`config.mk`:
```
export PLATFORM = sky130hd
export DESIGN_NAME = uart_receiver
export DESIGN_NICKNAME = d
export VERILOG_FILES = /design/src/rtl/uart_receiver.sv
export SDC_FILE = /design/constraint.sdc
export NUM_CORES = 1
export LEC_CHECK = 0
export CAP_MARGIN = 20
export CORE_UTILIZATION = 45
export DETAILED_ROUTE_END_ITERATION = 6
export DONT_BUFFER_PORTS = 1
export HOLD_SLACK_MARGIN = 0.15
export PLACE_DENSITY = 0.66
export SYNTH_ARGS = -nofsm -noshare
export SYNTH_HDL_FRONTEND = slang
export SYNTH_SLANG_ARGS = --single-unit
```
`constraint.sdc`:
```
create_clock -name sys_clk -period 1.6 [get_ports sys_clk]
set_input_delay 0.16 -clock sys_clk [delete_from_list [all_inputs] [get_ports sys_clk]]
set_output_delay 0.16 -clock sys_clk [all_outputs]
set_load 0.03 [all_outputs]
```
`src/rtl/uart_receiver.sv`:
```
// UART receive engine: 2-flop synchronizer, 3-sample majority vote per bit, framing/overrun reporting.
// Define UART_RX_PARITY_EN to expect an even-parity bit between the data bits and the stop bit.
module uart_receiver #(
    parameter int BIT_DURATION  = 104,
    parameter int NUM_DATA_BITS = 8
) (
    input  logic                     sys_clk,
    input  logic                     rst,
    input  logic                     rx_in,
    output logic [NUM_DATA_BITS-1:0] rx_data,
    output logic                     rx_valid,
    input  logic                     rx_ack,
    output logic                     frame_err,
    output logic                     parity_err,
    output logic                     overrun,
    output logic                     busy
);

    localparam int M  = BIT_DURATION / 2;
    localparam int CW = $clog2(BIT_DURATION);

    localparam logic [CW-1:0] CNT_S0   = CW'(M - 1);
    localparam logic [CW-1:0] CNT_S1   = CW'(M);
    localparam logic [CW-1:0] CNT_VOTE = CW'(M + 1);
    localparam logic [CW-1:0] CNT_LAST = CW'(BIT_DURATION - 1);
    localparam logic [3:0]    BITS_ALL = 4'(NUM_DATA_BITS);

`ifdef UART_RX_PARITY_EN
    typedef enum logic [2:0] {IDLE, START, DATA, PARITY, STOP} state_t;
`else
    typedef enum logic [2:0] {IDLE, START, DATA, STOP} state_t;
`endif

    state_t                   state_q;
    logic                     sync1_q, sync2_q, prev_q;
    logic [CW-1:0]            cnt_q;
    logic [CW-1:0]            cnt_d;
    logic [3:0]               bit_cnt_q;
    logic [NUM_DATA_BITS-1:0] shift_q;
    logic                     s0_q, s1_q;
    logic [NUM_DATA_BITS-1:0] rx_data_q;
    logic                     rx_valid_q, overrun_q, frame_err_q, busy_q;
`ifdef UART_RX_PARITY_EN
    logic                     par_bit_q, parity_err_q;
`endif

    logic vote, fall, at_vote, at_last;

    always_comb begin
        vote    = (s0_q & s1_q) | (s0_q & sync2_q) | (s1_q & sync2_q);
        fall    = ~sync2_q & prev_q;
        at_vote = (cnt_q == CNT_VOTE);
        at_last = (cnt_q == CNT_LAST);
        cnt_d   = at_last ? '0 : cnt_q + CW'(1);
    end

    // The line idles high, so the synchronizer resets to 1 to avoid a false start after reset.
    always_ff @(posedge sys_clk or negedge rst) begin
        if (!rst) begin
            sync1_q <= 1'b1;
            sync2_q <= 1'b1;
            prev_q  <= 1'b1;
        end else begin
            sync1_q <= rx_in;
            sync2_q <= sync1_q;
            prev_q  <= sync2_q;
        end
    end

    always_ff @(posedge sys_clk or negedge rst) begin
        if (!rst) begin
            state_q      <= IDLE;
            cnt_q        <= '0;
            bit_cnt_q    <= '0;
            shift_q      <= '0;
            s0_q         <= 1'b1;
            s1_q         <= 1'b1;
            rx_data_q    <= '0;
            rx_valid_q   <= 1'b0;
            overrun_q    <= 1'b0;
            frame_err_q  <= 1'b0;
            busy_q       <= 1'b0;
`ifdef UART_RX_PARITY_EN
            par_bit_q    <= 1'b0;
            parity_err_q <= 1'b0;
`endif
        end else begin
            frame_err_q <= 1'b0;
`ifdef UART_RX_PARITY_EN
            parity_err_q <= 1'b0;
`endif
            // An accepted ack clears the word; a delivery on the same cycle overrides it below.
            if (rx_valid_q && rx_ack) begin
                rx_valid_q <= 1'b0;
                overrun_q  <= 1'b0;
            end
            cnt_q <= cnt_d;
            if (cnt_q == CNT_S0) s0_q <= sync2_q;
            if (cnt_q == CNT_S1) s1_q <= sync2_q;

            case (state_q)
                IDLE: begin
                    cnt_q <= '0;
                    if (fall) begin
                        state_q   <= START;
                        bit_cnt_q <= '0;
                        busy_q    <= 1'b1;
                    end
                end
                START: begin
                    if (at_vote && vote) begin
                        state_q <= IDLE;
                        busy_q  <= 1'b0;
                    end else if (at_last) begin
                        state_q <= DATA;
                    end
                end
                DATA: begin
                    if (at_vote) begin
                        shift_q   <= {vote, shift_q[NUM_DATA_BITS-1:1]};
                        bit_cnt_q <= bit_cnt_q + 4'd1;
                    end
                    if (at_last && bit_cnt_q == BITS_ALL) begin
`ifdef UART_RX_PARITY_EN
                        state_q <= PARITY;
`else
                        state_q <= STOP;
`endif
                    end
                end
`ifdef UART_RX_PARITY_EN
                PARITY: begin
                    if (at_vote) par_bit_q <= vote;
                    if (at_last) state_q <= STOP;
                end
`endif
                // Leave at the mid-stop vote so a back-to-back start edge is not missed.
                STOP: begin
                    if (at_vote) begin
                        state_q <= IDLE;
                        busy_q  <= 1'b0;
                        if (!vote) begin
                            frame_err_q <= 1'b1;
`ifdef UART_RX_PARITY_EN
                        end else if ((^shift_q) ^ par_bit_q) begin
                            parity_err_q <= 1'b1;
`endif
                        end else if (!rx_valid_q || rx_ack) begin
                            rx_data_q  <= shift_q;
                            rx_valid_q <= 1'b1;
                            overrun_q  <= 1'b0;
                        end else begin
                            overrun_q <= 1'b1;
                        end
                    end
                end
                default: begin
                    state_q <= IDLE;
                    busy_q  <= 1'b0;
                end
            endcase
        end
    end

    assign rx_data   = rx_data_q;
    assign rx_valid  = rx_valid_q;
    assign overrun   = overrun_q;
    assign frame_err = frame_err_q;
    assign busy      = busy_q;
`ifdef UART_RX_PARITY_EN
    assign parity_err = parity_err_q;
`else
    assign parity_err = 1'b0;
`endif

endmodule

```
==> results.sh <==
export IMPL_clock_latency_ns=0.29
export IMPL_cts_max_level=2
export IMPL_pre_cts_ws_ns=-0.00553
export IMPL_post_route_drc_count=0
export IMPL_crit_chain="inv_2, ha_4, and4_4, nand3_2, nand2b_4, mux2_4"
export IMPL_fillers=314
export IMPL_power_leakage_uw=0.00104
export IMPL_tns_ns=0
export IMPL_worst_slack_ns=0.0466
export IMPL_portBuffers=0
export IMPL_max_freq_mhz=644
export IMPL_arrival_ns=1.73
export IMPL_drtIter0Drc=59
export IMPL_synthToLayoutAreaGrowth_pct=20.7
export IMPL_slowest_stage="dfrtp_1"
export IMPL_postSynth_asyncResetShare_pct=100
export IMPL_cts_sinks=38
export IMPL_die_h_um=64.3
export IMPL_antennaDiodeCount=0
export IMPL_finalMaxSlewViolations=0
export IMPL_finalHoldViolCount=0
export IMPL_dominantRegCellSynth="dfrtp_1"
export IMPL_synth_cell_types=40
export IMPL_synth_fp_nets=147
export IMPL_grt_remaining_overflow=0
export IMPL_wl_um=2960
export IMPL_hpwl_um=2100
export IMPL_clk_pin_slew_ns=0.08
export IMPL_vias=1080
export IMPL_slowest_delay_ns=0.40
export IMPL_finalCritPeriodShare_pct=97.1
export IMPL_clock_path_buffers=2
export IMPL_cts_tree="built"
export IMPL_antenna_found_initial=0
export IMPL_yosysWarnings=0
export IMPL_numCtsBuffers=5
export IMPL_whs_ns=0.319
export IMPL_die_w_um=64.3
export IMPL_grt_use_total_pct=16.6
export IMPL_synth_seq_cells=38
export IMPL_firstDrtPassIters=4
export IMPL_grt_pass1_vias=1100
export IMPL_final_util_pct=57.1
export IMPL_num_rows=22
export IMPL_hold_class="primary input to async pin"
export IMPL_crit_path_max_fanout=8
export IMPL_netlist_instances=138
export IMPL_die_area_mm2=0.00413
export IMPL_final_cells=210
export IMPL_wl_per_cell_um=14.1
export IMPL_dp_cells=194
export IMPL_setup_viol=0
export IMPL_rsz0062_at_grt="true"
export IMPL_skew_ns=0.00723
export IMPL_synth_cell_area_mm2=0.00174
export IMPL_start_util_pct=47.3
export IMPL_worstPathRequired_ns=1.77
export IMPL_fin_nets=170
export IMPL_vias_per_cell=5.14
export IMPL_status="complete, no violations"
export IMPL_drv_cap=0
export IMPL_yosysMostFrequentCell="dfrtp_1"
export IMPL_yosysTopAreaCell="dfrtp_1"
export IMPL_synth_area_leaders="dfrtp_1 47%, dfstp_2 7.5%, mux2_4 6.9%"
export IMPL_synth_edff_count=0
export IMPL_fp_coreArea_mm2=0.00369
export IMPL_final_min_clock_period_ns=1.55
export IMPL_yosysSeqAreaShare_pct=54.9
export IMPL_routabilityCongestion=0.803
export IMPL_grt_pass1_wl_um=5180
export IMPL_grt_max_degree=39
export IMPL_drtAntennaViolNets=0
export IMPL_avgSynthCellArea_um2=12.6
export IMPL_critPathLaunchType="flop"
export IMPL_path_class="flop to flop"
export IMPL_root_buffer="clkbuf_8"
export IMPL_ios=17
export IMPL_vdd_drop_max_mv=0.538
export IMPL_endpoint_kind="flop"
export IMPL_yosysTopAreaCellShare_pct=47.3
export IMPL_ys_top_cells_by_count="33 x dfrtp_1, 10 x mux2_2, 9 x nor2_1"
export IMPL_power_density_mw_per_mm2=1230
export IMPL_drive_gt1_share_pct=35.8
cells in the final DEF, fill, tap and decap left out, types with 2 or more instances in the layout:
| cell type | count |
|---|---|
| dfstp_2 | 5 |
| nor2b_1 | 2 |
| xnor2_1 | 2 |
| dlygate4sd3_1 | 3 |
| a22oi_1 | 2 |
| mux2_2 | 10 |
| nor2_1 | 9 |
| o211ai_1 | 3 |
| dfrtp_1 | 32 |
| mux2_4 | 8 |
| o21ai_0 | 5 |
| and3_1 | 2 |
| inv_1 | 7 |
| xor2_1 | 2 |
| bufinv_16 | 2 |
| nand2_1 | 8 |
| ha_1 | 4 |
| buf_4 | 18 |
| clkbuf_8 | 6 |
| nand3_1 | 8 |
logic make-up (layout without fill, tap and decap cells):
| family | count (synthesis) | count (layout) | share of synthesized area (%) |
|---|---|---|---|
| other cells | 1 | 1 | 0.215 |
| fa+ha+maj | 6 | 6 | 4.16 |
| mux | 19 | 19 | 13.9 |
| xor+xnor | 4 | 4 | 2.01 |
| simple gates | 41 | 41 | 14.6 |
| flops | 38 | 38 | 54.9 |
| compound gates | 15 | 15 | 5.95 |
| buf+inv | 14 | 38 | 4.23 |
layout make-up:
class | instances | area (µm²) | area share [%]
clock buffer | 6 | 82.6 | 3.92
clock inverter | 2 | 60.1 | 2.85
inverter | 8 | 30.0 | 1.43
timing repair buffer | 22 | 185 | 8.80
multi-input combinational | 86 | 728 | 34.6
tap | 48 | 60.1 | 2.85
sequential | 38 | 958 | 45.5
per-layer routing:
metal	part of all wire (%)	up-vias	track usage, %
met5	0	-	0
met4	1.8	0	6.67
met3	4.5	6	4.29
met2	47	28	25.7
met1	47	520	22.0
li1	-	526	-
per-stage QoR:
stage / cell area, µm² / total power (µW)
global route: 2100 / 2710
finish: 2100 / 2590
CTS: 2070 / 2570
floorplan: 1760 / 1400
detailed placement: 1880 / 1530
global placement: 1880 / 1510
report_power, final:
| part | internal [µW] | switching, µW | leakage [µW] |
|---|---|---|---|
| clock | 665 | 340 | 0.0000714 |
| combinational | 234 | 245 | 0.000473 |
| sequential | 1040 | 69.1 | 0.000497 |
| total | 1940 | 655 | 0.00104 |
path summary, 6_finish.rpt:
check,startpoint,end,slack [ns],cells past startpoint
min in group sys_clk,sync1_q,sync2_q,0.36,0
worst min register to register,sync1_q,sync2_q,0.36,0
worst min-delay path,rst,rx_data[2],0.32,2
max in group asynchronous,rst,sync1_q,1.02,2
worst max register to register,cnt_q[1],rx_data[1],0.05,6
worst max-delay path,cnt_q[1],rx_data[1],0.05,6
worst max-delay path: cells and delay by family (launching register included):
kind                       cells  cell delay, ns
and+or+nand+nor                3            0.51
muxes                          1            0.32
adders and majority gates      1            0.12
DFF                            1            0.40
buffers and inverters          1            0.08
state kept, by name, indices dropped and copies added (netlist names), 2 cells and up:
name / count
state_q: 2
shift_q: 8
bit_cnt_q: 4
cnt_q: 7
rx_data: 8
what timing repair did:
item,4_1_cts,5_1_grt
pin swaps,0,1
gates resized for setup,1,2
buffers inserted,0,4
cloned,0,0
hold buffers,4,0
endpoints found under the hold margin,40,0
endpoints found under the setup margin,5,10
No activity file was read; power rests on OpenSTA's default activity.
